## src/rtl/pipe_ctrl_pkg.sv

```systemverilog
// Shared encodings, control-bundle types and the ID-stage opcode decoder
// for the five-stage pipeline control unit.
package pipe_ctrl_pkg;

  localparam logic [5:0] OP_R    = 6'b000000;
  localparam logic [5:0] OP_LW   = 6'b100011;
  localparam logic [5:0] OP_SW   = 6'b101011;
  localparam logic [5:0] OP_BEQ  = 6'b000100;
  localparam logic [5:0] OP_BNE  = 6'b000101;
  localparam logic [5:0] OP_ADDI = 6'b001000;
  localparam logic [5:0] OP_J    = 6'b000010;

  typedef enum logic [1:0] {ALU_ADD = 2'b00, ALU_SUB = 2'b01, ALU_FUNCT = 2'b10, ALU_RSVD = 2'b11} aluop_e;
  typedef enum logic [1:0] {PC_SEQ = 2'b00, PC_BRANCH = 2'b01, PC_JUMP = 2'b10} pc_src_e;
  typedef enum logic [1:0] {FWD_RF = 2'b00, FWD_WB = 2'b01, FWD_MEM = 2'b10} fwd_e;
  typedef enum logic [1:0] {DEST_NONE, DEST_RD, DEST_RT} dest_sel_e;

  typedef struct packed {
    logic   alusrc;
    aluop_e aluop;
    logic   branch;
    logic   branch_ne;
  } ex_ctrl_t;

  typedef struct packed {
    logic mem_read;
    logic mem_write;
  } mem_ctrl_t;

  typedef struct packed {
    logic regwrite;
    logic memtoreg;
  } wb_ctrl_t;

  typedef struct packed {
    ex_ctrl_t  ex;
    mem_ctrl_t mem;
    wb_ctrl_t  wb;
  } ctrl_t;

  typedef struct packed {
    ctrl_t     ctrl;
    dest_sel_e dest_sel;
    logic      use_rs;
    logic      use_rt;
    logic      jump;
    logic      illegal;
  } dec_t;

  // Unknown opcodes leave every control at zero, i.e. they travel as a bubble.
  function automatic dec_t decode(input logic [5:0] op);
    dec_t d;
    d = '0;
    case (op)
      OP_R: begin
        d.ctrl.ex.aluop    = ALU_FUNCT;
        d.ctrl.wb.regwrite = 1'b1;
        d.dest_sel         = DEST_RD;
        d.use_rs           = 1'b1;
        d.use_rt           = 1'b1;
      end
      OP_LW: begin
        d.ctrl.ex.alusrc    = 1'b1;
        d.ctrl.mem.mem_read = 1'b1;
        d.ctrl.wb.memtoreg  = 1'b1;
        d.ctrl.wb.regwrite  = 1'b1;
        d.dest_sel          = DEST_RT;
        d.use_rs            = 1'b1;
      end
      OP_SW: begin
        d.ctrl.ex.alusrc     = 1'b1;
        d.ctrl.mem.mem_write = 1'b1;
        d.use_rs             = 1'b1;
        d.use_rt             = 1'b1;
      end
      OP_BEQ, OP_BNE: begin
        d.ctrl.ex.branch    = (op == OP_BEQ);
        d.ctrl.ex.branch_ne = (op == OP_BNE);
        d.ctrl.ex.aluop     = ALU_SUB;
        d.use_rs            = 1'b1;
        d.use_rt            = 1'b1;
      end
      OP_ADDI: begin
        d.ctrl.ex.alusrc   = 1'b1;
        d.ctrl.wb.regwrite = 1'b1;
        d.dest_sel         = DEST_RT;
        d.use_rs           = 1'b1;
      end
      OP_J:    d.jump    = 1'b1;
      default: d.illegal = 1'b1;
    endcase
    return d;
  endfunction

endpackage

```

## src/rtl/pipeline_control_unit_hazard.sv

```systemverilog
// Combinational hazard unit: RAW stall detection, EX operand forwarding and
// the branch > stall > jump redirect priority.
module hazard_forward_unit
  import pipe_ctrl_pkg::*;
#(
  parameter int REG_ADDR_W = 5,
  parameter bit ENABLE_FWD = 1'b1
) (
  input  logic [REG_ADDR_W-1:0] id_rs,
  input  logic [REG_ADDR_W-1:0] id_rt,
  input  logic                  id_use_rs,
  input  logic                  id_use_rt,
  input  logic                  id_jump,
  input  logic [REG_ADDR_W-1:0] ex_rs,
  input  logic [REG_ADDR_W-1:0] ex_rt,
  input  logic [REG_ADDR_W-1:0] ex_dest,
  input  logic                  ex_mem_read,
  input  logic                  ex_regwrite,
  input  logic                  ex_branch,
  input  logic                  ex_branch_ne,
  input  logic                  ex_zero,
  input  logic [REG_ADDR_W-1:0] mem_dest,
  input  logic                  mem_regwrite,
  input  logic [REG_ADDR_W-1:0] wb_dest,
  input  logic                  wb_regwrite,
  output logic                  pc_write,
  output logic                  ifid_write,
  output logic                  ifid_flush,
  output logic [1:0]            pc_src,
  output logic [1:0]            fwd_a,
  output logic [1:0]            fwd_b,
  output logic                  idex_bubble,
  output logic                  stall,
  output logic                  flush
);

  logic ex_hit, mem_hit, hazard, branch_taken, jump_taken;

  function automatic fwd_e fwd_sel(input logic [REG_ADDR_W-1:0] src,
                                   input logic m_rw, input logic [REG_ADDR_W-1:0] m_dest,
                                   input logic w_rw, input logic [REG_ADDR_W-1:0] w_dest);
    if (m_rw && m_dest != '0 && m_dest == src) return FWD_MEM;
    if (w_rw && w_dest != '0 && w_dest == src) return FWD_WB;
    return FWD_RF;
  endfunction

  always_comb begin
    ex_hit  = (ex_dest != '0) &&
              ((id_use_rs && id_rs == ex_dest) || (id_use_rt && id_rt == ex_dest));
    mem_hit = (mem_dest != '0) &&
              ((id_use_rs && id_rs == mem_dest) || (id_use_rt && id_rt == mem_dest));
    // Without forwarding every producer still in EX or MEM blocks the consumer.
    if (ENABLE_FWD) hazard = ex_mem_read && ex_hit;
    else            hazard = (ex_regwrite && ex_hit) || (mem_regwrite && mem_hit);

    branch_taken = (ex_branch && ex_zero) || (ex_branch_ne && !ex_zero);
    stall        = hazard && !branch_taken;
    jump_taken   = id_jump && !branch_taken && !stall;

    pc_write    = !stall;
    ifid_write  = !stall;
    ifid_flush  = branch_taken || jump_taken;
    flush       = ifid_flush;
    idex_bubble = branch_taken || stall;
    pc_src      = branch_taken ? PC_BRANCH : (jump_taken ? PC_JUMP : PC_SEQ);

    fwd_a = ENABLE_FWD ? fwd_sel(ex_rs, mem_regwrite, mem_dest, wb_regwrite, wb_dest) : FWD_RF;
    fwd_b = ENABLE_FWD ? fwd_sel(ex_rt, mem_regwrite, mem_dest, wb_regwrite, wb_dest) : FWD_RF;
  end

endmodule

```

## src/rtl/pipeline_control_unit.sv

```systemverilog
// Pipeline control unit: ID decode, ID/EX -> EX/MEM -> MEM/WB control
// registers, sticky illegal-opcode flag and saturating event counters.
module pipeline_control_unit
  import pipe_ctrl_pkg::*;
#(
  parameter int REG_ADDR_W = 5,
  parameter int ALUOP_W    = 2,
  parameter bit ENABLE_FWD = 1'b1,
  parameter int CNT_W      = 16
) (
  input  logic                  clk,
  input  logic                  rst_n,
  input  logic [5:0]            id_opcode,
  input  logic [REG_ADDR_W-1:0] id_rs,
  input  logic [REG_ADDR_W-1:0] id_rt,
  input  logic [REG_ADDR_W-1:0] id_rd,
  input  logic                  ex_zero,
  output logic                  pc_write,
  output logic                  ifid_write,
  output logic                  ifid_flush,
  output logic [1:0]            pc_src,
  output logic                  ex_alusrc,
  output logic [ALUOP_W-1:0]    ex_aluop,
  output logic [REG_ADDR_W-1:0] ex_dest,
  output logic [1:0]            fwd_a,
  output logic [1:0]            fwd_b,
  output logic                  mem_read,
  output logic                  mem_write,
  output logic                  wb_regwrite,
  output logic                  wb_memtoreg,
  output logic [REG_ADDR_W-1:0] wb_dest,
  output logic                  illegal_op,
  output logic [CNT_W-1:0]      stall_cycles,
  output logic [CNT_W-1:0]      flush_events
);

  typedef struct packed {
    ctrl_t                 ctrl;
    logic [REG_ADDR_W-1:0] rs;
    logic [REG_ADDR_W-1:0] rt;
    logic [REG_ADDR_W-1:0] dest;
  } idex_t;

  typedef struct packed {
    mem_ctrl_t             mem;
    wb_ctrl_t              wb;
    logic [REG_ADDR_W-1:0] dest;
  } exmem_t;

  typedef struct packed {
    wb_ctrl_t              wb;
    logic [REG_ADDR_W-1:0] dest;
  } memwb_t;

  dec_t                  dec;
  logic [REG_ADDR_W-1:0] id_dest;
  idex_t                 idex_d, idex_q;
  exmem_t                exmem_d, exmem_q;
  memwb_t                memwb_d, memwb_q;
  logic                  illegal_d, illegal_q;
  logic [CNT_W-1:0]      stall_cnt_d, stall_cnt_q, flush_cnt_d, flush_cnt_q;
  logic                  idex_bubble, stall, flush;

  hazard_forward_unit #(.REG_ADDR_W(REG_ADDR_W), .ENABLE_FWD(ENABLE_FWD)) u_hazard (
    .id_rs        (id_rs),
    .id_rt        (id_rt),
    .id_use_rs    (dec.use_rs),
    .id_use_rt    (dec.use_rt),
    .id_jump      (dec.jump),
    .ex_rs        (idex_q.rs),
    .ex_rt        (idex_q.rt),
    .ex_dest      (idex_q.dest),
    .ex_mem_read  (idex_q.ctrl.mem.mem_read),
    .ex_regwrite  (idex_q.ctrl.wb.regwrite),
    .ex_branch    (idex_q.ctrl.ex.branch),
    .ex_branch_ne (idex_q.ctrl.ex.branch_ne),
    .ex_zero      (ex_zero),
    .mem_dest     (exmem_q.dest),
    .mem_regwrite (exmem_q.wb.regwrite),
    .wb_dest      (memwb_q.dest),
    .wb_regwrite  (memwb_q.wb.regwrite),
    .pc_write     (pc_write),
    .ifid_write   (ifid_write),
    .ifid_flush   (ifid_flush),
    .pc_src       (pc_src),
    .fwd_a        (fwd_a),
    .fwd_b        (fwd_b),
    .idex_bubble  (idex_bubble),
    .stall        (stall),
    .flush        (flush)
  );

  always_comb begin
    dec = decode(id_opcode);
    case (dec.dest_sel)
      DEST_RD: id_dest = id_rd;
      DEST_RT: id_dest = id_rt;
      default: id_dest = '0;
    endcase

    // NOTE: every always_comb output gets a default first, so no path can infer a latch.
    idex_d = '0;
    if (!idex_bubble) begin
      idex_d.ctrl = dec.ctrl;
      // Only fields the instruction actually reads are carried, so unused ones never forward.
      idex_d.rs   = dec.use_rs ? id_rs : '0;
      idex_d.rt   = dec.use_rt ? id_rt : '0;
      idex_d.dest = id_dest;
    end

    exmem_d.mem  = idex_q.ctrl.mem;
    exmem_d.wb   = idex_q.ctrl.wb;
    exmem_d.dest = idex_q.dest;
    memwb_d.wb   = exmem_q.wb;
    memwb_d.dest = exmem_q.dest;

    illegal_d   = illegal_q || dec.illegal;
    stall_cnt_d = (stall && stall_cnt_q != '1) ? stall_cnt_q + 1'b1 : stall_cnt_q;
    flush_cnt_d = (flush && flush_cnt_q != '1) ? flush_cnt_q + 1'b1 : flush_cnt_q;
  end

  // NOTE: sequential state uses non-blocking assignments so every flop samples pre-edge values.
  always_ff @(posedge clk or negedge rst_n) begin
    if (!rst_n) begin
      idex_q      <= '0;
      exmem_q     <= '0;
      memwb_q     <= '0;
      illegal_q   <= 1'b0;
      stall_cnt_q <= '0;
      flush_cnt_q <= '0;
    end else begin
      idex_q      <= idex_d;
      exmem_q     <= exmem_d;
      memwb_q     <= memwb_d;
      illegal_q   <= illegal_d;
      stall_cnt_q <= stall_cnt_d;
      flush_cnt_q <= flush_cnt_d;
    end
  end

  assign ex_alusrc    = idex_q.ctrl.ex.alusrc;
  assign ex_aluop     = ALUOP_W'(idex_q.ctrl.ex.aluop);
  assign ex_dest      = idex_q.dest;
  assign mem_read     = exmem_q.mem.mem_read;
  assign mem_write    = exmem_q.mem.mem_write;
  assign wb_regwrite  = memwb_q.wb.regwrite;
  assign wb_memtoreg  = memwb_q.wb.memtoreg;
  assign wb_dest      = memwb_q.dest;
  assign illegal_op   = illegal_q;
  assign stall_cycles = stall_cnt_q;
  assign flush_events = flush_cnt_q;

endmodule

```

## config.mk

```make
export PLATFORM = sky130hd
export DESIGN_NAME = pipeline_control_unit
export DESIGN_NICKNAME = d
export VERILOG_FILES = /design/src/rtl/pipe_ctrl_pkg.sv /design/src/rtl/pipeline_control_unit_hazard.sv /design/src/rtl/pipeline_control_unit.sv
export SDC_FILE = /design/constraint.sdc
export NUM_CORES = 1
export LEC_CHECK = 0
export ABC_CLOCK_PERIOD_IN_PS = 6800
export BUFFER_PORTS_ARGS = -buffer_cell sky130_fd_sc_hd__buf_2
export CAP_MARGIN = 20
export CORE_ASPECT_RATIO = 0.7
export CORE_MARGIN = 2
export CORE_UTILIZATION = 41
export DETAILED_ROUTE_END_ITERATION = 8
export PLACE_DENSITY = 0.71
export REMOVE_ABC_BUFFERS = 1
export SKIP_CTS_REPAIR_TIMING = 1
export SLEW_MARGIN = 15
export SYNTH_ARGS = -nofsm -noshare
export SYNTH_HDL_FRONTEND = slang
export SYNTH_SLANG_ARGS = --single-unit
export TNS_END_PERCENT = 100
```

## constraint.sdc

```tcl
create_clock -name clk -period 6.8 [get_ports clk]
set_input_delay 2.04 -clock clk [delete_from_list [all_inputs] [get_ports clk]]
set_output_delay 2.04 -clock clk [all_outputs]
set_load 0.02 [all_outputs]
```

==> results of run 1 <==
[cell type report]
cell class,count,area [um^2]
timing repair buffer,85,433
fill,702,3760
multi-input combinational,199,1450
clock inverter,4,70.1
tap,101,126
sequential,71,1780
inverter,6,22.5
clock buffer,12,236
[Yosys cell counts (6+ instances only)]
cell type                 count  area share
sky130_fd_sc_hd__dfrtp_1     71        0.53
sky130_fd_sc_hd__xnor2_1     36       0.094
sky130_fd_sc_hd__xor2_1      23       0.060
sky130_fd_sc_hd__nand3_1     17       0.025
sky130_fd_sc_hd__nand4_1     17       0.032
sky130_fd_sc_hd__and3_1      15       0.028
sky130_fd_sc_hd__and2_1      13       0.024
sky130_fd_sc_hd__buf_4       10       0.022
sky130_fd_sc_hd__nor2_1       8      0.0090
sky130_fd_sc_hd__nand2_1      7      0.0079
sky130_fd_sc_hd__nor3_1       7       0.010
sky130_fd_sc_hd__nor4_1       7       0.013
sky130_fd_sc_hd__a22oi_1      6       0.013
sky130_fd_sc_hd__inv_1        6      0.0067
sky130_fd_sc_hd__or4_1        6       0.013
[through the flow]
stage / instances / area (um^2) / utilization / total power, mW
finish: 478 / 4110 / 0.523 / 0.994
global route: 478 / 4110 / 0.523 / 1.03
CTS: 478 / 4110 / 0.523 / 1.00
detailed placement: 462 / 3810 / 0.484 / 0.522
global placement: 462 / 3810 / 0.484 / 0.520
floorplan: 276 / 3250 / - / 0.487
[per-layer routing]
metal  GRT usage  vias to the layer above  share of wire
met1       0.246                     1137           0.51
li1            -                     1182              -
met2       0.247                       71           0.41
met5           0                        -              0
met3      0.0539                       11          0.070
met4      0.0469                        0         0.0095
[sequential cells by signal (all words and copies together), names as in the netlist, 2 cells and up]
register / cells
ex_aluop: 2
wb_dest: 5
stall_cycles: 16
exmem_q: 6
flush_events: 16
ex_dest: 5
idex_q: 12
exmem_d: 3
[worst max-delay path: cells and delay by family]
kind / cells / cell delay [ps]
and+or+nand+nor: 3 / 740
AOI/OAI and AO/OA: 2 / 410
buffers and inverters: 3 / 480
[where the power goes]
part	leakage, nW	internal [mW]	switching (mW)
Clock	0.151	0.320	0.160
Sequential	0.980	0.433	0.0116
Combinational	1.06	0.0269	0.0424
Total	2.19	0.780	0.214
[worst paths after layout]
kind / cells past startpoint / start / slack [ps] / endpoint
worst min register to register: 0 / exmem_d[7] / 350 / mem_write
max in group asynchronous: 2 / rst_n / 4290 / ex_dest[4]
worst max-delay path: 8 / id_opcode[1] / 1080 / pc_src[1]
worst max register to register: 6 / ex_dest[0] / 4350 / stall_cycles[1]
min in group asynchronous: 2 / rst_n / 1900 / wb_dest[0]
worst min-delay path: 0 / exmem_d[7] / 350 / mem_write
[logic make-up (layout without fill, tap and decap cells)]
| logic type | count (synthesis) | in the layout |
|---|---|---|
| flops | 71 | 71 |
| buf+inv | 20 | 107 |
| mux | 4 | 4 |
| xor+xnor | 59 | 59 |
| fa+ha+maj | 5 | 5 |
| simple gates | 110 | 110 |
| compound gates | 21 | 21 |
==> reports/qor.json, run 1 <==
{
  "worst_setup_path": {
    "endpoint_kind": "output port",
    "critPathSlowestCell": "sky130_fd_sc_hd__or3_1",
    "timing.setup.critical_path_class": "in -> out",
    "worst-path-max-fanout": 13,
    "critPathRequiredTime_ps": 4760,
    "timing.critical_path.cells": "buf_2, or3_1, o32a_1, nor2_1, a221o_1, buf_4, nor2_1, buf_2",
    "crit_start_category": "primary input",
    "critical-path-max-stage-delay_ps": 440,
    "critical_path_arrival_ps": 3680
  },
  "yosys": {
    "yosys-mux-area-fraction": 0.0131,
    "syn_inst": 290,
    "async_reset_ff_frac": 1.00,
    "yosysSeqAreaShare": 0.532,
    "synth_edf_count": 0,
    "primary_ff_master_synth": "sky130_fd_sc_hd__dfrtp_1",
    "yosys_warnings": 0,
    "synth-compound-area-share": 0.0506,
    "largest_family_of_logic_cells_by_synthesized_area": "simple AND/OR/NAND/NOR gates",
    "xor_xnor_portion_of_the_synthesized_cell_area": 0.155,
    "ys_ff_latch": 71,
    "netlist_area_um2": 3340,
    "post_synth.cell_area_avg_um2": 11.5,
    "number_of_distinct_library_cells_after_synthesis": 40,
    "post_synth_and_or_nand_nor_area_fraction": 0.197,
    "yosys.area_share.adder": 0.0187
  },
  "floorplanning": {
    "std_cell_rows": 27,
    "total_core_area_um2": 7870,
    "fp.dieH_um": 79.5,
    "starting_density_of_the_core": 0.424,
    "fp.dieArea_um2": 8900,
    "io-pin-count": 83,
    "die_w_um": 112
  },
  "hold_path": {
    "worstHoldPathType": "reg -> reg"
  },
  "power": {
    "p_leak_nw": 2.19,
    "ir_drop_uv": 175,
    "powerDensity_nw_per_um2": 242
  },
  "placement": {
    "gpl.final_weighted_congestion": 0.842,
    "port_buffers": 82,
    "place_worst_setup_slack_ps": 1110,
    "detailedPlacementHpwl_um": 5380
  },
  "clock_network": {
    "cts_made_buffers": 9,
    "worstSkewPairLatency_ps": 320,
    "clockBufferDepth": 2,
    "cts_tree": "built",
    "cts_num_sinks": 71,
    "htree_levels": 3,
    "clockRootBuffer": "sky130_fd_sc_hd__clkbuf_16",
    "path_clk_slew_ps": 50
  },
  "global_route": {
    "grtUsageTotal": 0.170,
    "maximum_number_of_pins_on_one_net_before_global_route_repair": 72,
    "antenna_found_initial": 0,
    "grt_overflow_total": 0,
    "grt_first_pass_wirelength_um": 12000,
    "grt_pass1_vias": 2378
  },
  "finish": {
    "most-common-layout-cells": "sky130_fd_sc_hd__buf_2 (82), sky130_fd_sc_hd__dfrtp_1 (71), sky130_fd_sc_hd__xnor2_1 (36)",
    "final_layout_size_suffix_gt1_frac": 0.284,
    "layout_commonest_cell": "sky130_fd_sc_hd__buf_2",
    "nNetsFinal": 401,
    "flow.area_growth_from_synthesis_pct": 23.1,
    "antennaDiodeCount": 0
  },
  "run": {
    "max-cap-violations": 0
  },
  "sta": {
    "fin_tns_setup_ps": 0,
    "finalHoldViolCount": 0,
    "final-max-slew-violation-count": 0,
    "setup_viols_final": 0,
    "tightest_slew_ps": 884,
    "finalClockSkew_ps": 4.78,
    "rsz0062_at_grt": "false",
    "holdWs_ps": 349,
    "max_slew_margin": 0.411,
    "post-route-worst-setup-slack_ps": 1080,
    "finalWorstPathRequiredPeriod_ps": 5720,
    "final.period_utilization": 0.841,
    "maxClockFrequency_ghz": 0.175
  },
  "route": {
    "detailroute.via_count": 2401,
    "post_drt_via_cell_ratio": 5.02,
    "drtIter0Drc": 84,
    "antenna_left": 0,
    "drt_first_pass_iters": 4,
    "remaining_drc_errors": 0,
    "postRouteWirelength_um": 7160,
    "drt-wirelength-per-cell_um": 15.0
  },
  "status": {
    "status": "finished clean"
  }
}
Note: power is estimated with default switching activity, not from simulation.
==> run 2, diff against run 1 <==
Settings changed: ABC_CLOCK_PERIOD_IN_PS 6800 to 5300.
Clock period 6.8 ns to 5.3 ns, I/O delays scaled along.
==> reports/qor.json, run 2 (synthesis gave the netlist of run 1 again) <==
{
  "finish": {
    "final_design_area_no_fill_um2": 4110,
    "flow.area_growth_from_synthesis_pct": 23.1,
    "layout_commonest_cell": "sky130_fd_sc_hd__buf_2",
    "most-common-layout-cells": "sky130_fd_sc_hd__buf_2 (82), sky130_fd_sc_hd__dfrtp_1 (71), sky130_fd_sc_hd__xnor2_1 (36)",
    "nNetsFinal": 401,
    "antennaDiodeCount": 0,
    "final_layout_size_suffix_gt1_frac": 0.284
  },
  "power": {
    "ir_drop_uv": 151,
    "seq_power_share": 0.445,
    "power.share.combinational": 0.070,
    "total_power_mw": 1.28,
    "powerDensity_nw_per_um2": 312,
    "power.internal_mw": 1.00,
    "power_switching_share": 0.220,
    "power_frac_clock": 0.485,
    "p_leak_nw": 2.19,
    "net-switching-power_mw": 0.282
  },
  "worst_setup_path": {
    "worst_path_most_repeated_cell": "sky130_fd_sc_hd__buf_2",
    "critPathSlowestCell": "sky130_fd_sc_hd__or3_1",
    "endpoint_kind": "output port",
    "critical_path_arrival_ps": 3100,
    "worst-path-max-fanout": 5,
    "critPathRequiredTime_ps": 3710,
    "timing.critical_path.cells": "buf_2, or3_1, o32a_1, nor2_1, a22oi_1, nand2b_1, buf_2",
    "critical-path-max-stage-delay_ps": 440,
    "crit_start_category": "primary input",
    "r2r_cells": 6,
    "timing.setup.critical_path_class": "in -> out"
  },
  "sta": {
    "max_slew_margin": 0.373,
    "maxClockFrequency_ghz": 0.213,
    "finalClockSkew_ps": 7.39,
    "fin_tns_setup_ps": 0,
    "final-max-slew-violation-count": 0,
    "finalHoldViolCount": 0,
    "final.period_utilization": 0.885,
    "setup_viols_final": 0,
    "finalWorstPathRequiredPeriod_ps": 4690,
    "rsz0062_at_grt": "false",
    "tightest_slew_ps": 941
  },
  "route": {
    "postRouteWirelength_um": 7610,
    "drtIter0Drc": 77,
    "remaining_drc_errors": 0,
    "antenna_left": 0,
    "post_drt_via_cell_ratio": 5.21,
    "drt_first_pass_iters": 4,
    "drt-wirelength-per-cell_um": 15.9,
    "detailroute.via_count": 2492
  },
  "global_route": {
    "grt_pass1_vias": 2487,
    "antenna_found_initial": 0,
    "grt_overflow_total": 0,
    "maximum_number_of_pins_on_one_net_before_global_route_repair": 44,
    "grt_first_pass_wirelength_um": 12600,
    "grtUsageTotal": 0.181
  },
  "clock_network": {
    "path_clk_slew_ps": 50,
    "worstSkewPairLatency_ps": 330,
    "htree_levels": 3,
    "cts_tree": "built",
    "clockBufferDepth": 2,
    "cts_num_sinks": 71,
    "cts_made_buffers": 9,
    "clockRootBuffer": "sky130_fd_sc_hd__clkbuf_16"
  },
  "run": {
    "max-cap-violations": 0
  },
  "floorplanning": {
    "std_cell_rows": 27,
    "total_core_area_um2": 7870,
    "fp.dieArea_um2": 8900,
    "io-pin-count": 83,
    "starting_density_of_the_core": 0.424,
    "die_w_um": 112,
    "fp.dieH_um": 79.5
  },
  "placement": {
    "gpl.final_weighted_congestion": 0.840,
    "postPlaceCellArea_um2": 3810,
    "port_buffers": 82,
    "detailedPlacementHpwl_um": 5700
  },
  "hold_path": {
    "worstHoldPathType": "reg -> reg",
    "hold-path-cell-count": 0
  },
  "status": {
    "status": "finished clean"
  }
}
[run 2: cell counts in the layout (fill, tap and decap cells not counted)]
No cell type changed its count.
[run 2: final cells by class]
| type | count | area (um^2) |
|---|---|---|
| fill | 705 | 3760 |
| sequential | 71 | 1780 |
| multi-input combinational | 199 | 1450 |
| timing repair buffer | 85 | 433 |
| clock buffer | 12 | 236 |
| tap | 101 | 126 |
| clock inverter | 4 | 70.1 |
| inverter | 6 | 22.5 |
[run 2: metrics by stage]
step	cells	setup WS, ps	hold slack [ps]	utilization
2_1_floorplan	276	476	331	-
3_3_place_gp	462	661	334	0.484
3_5_place_dp	462	624	336	0.484
4_1_cts	478	618	352	0.523
5_1_grt	478	483	353	0.523
6_report	478	610	351	0.523
[run 2: power groups by stage]
stage / Combinational (mW) / Sequential [mW] / Clock (mW)
4_1_cts: 0.0908 / 0.571 / 0.635
3_5_place_dp: 0.0907 / 0.580 / 0
6_report: 0.0894 / 0.571 / 0.623
3_3_place_gp: 0.0881 / 0.579 / 0
2_1_floorplan: 0.0328 / 0.592 / 0
5_1_grt: 0.0989 / 0.573 / 0.664
[run 2: critical path: cells and delay by family]
kind	cells	cell delay [ps]
AO/OA/AOI/OAI	2	350
AND/OR/NAND/NOR	3	870
buffers and inverters	2	290
[run 2: worst paths after layout]
check	startpoint	end	slack, ps
worst min-delay path	exmem_d[6]	exmem_q[6]	350
max in group asynchronous	rst_n	stall_cycles[13]	2960
min in group asynchronous	rst_n	wb_dest[0]	1410
worst min register to register	exmem_d[6]	exmem_q[6]	350
worst max-delay path	id_opcode[1]	ifid_write	610
worst max register to register	ex_dest[4]	stall_cycles[1]	2760
[run 2: routing by layer]
layer,GRT usage,up-vias,part of all wire
met5,0,-,0
met4,0.0420,0,0.0092
met3,0.0592,9,0.061
met2,0.276,75,0.42
met1,0.252,1220,0.51
li1,-,1188,-
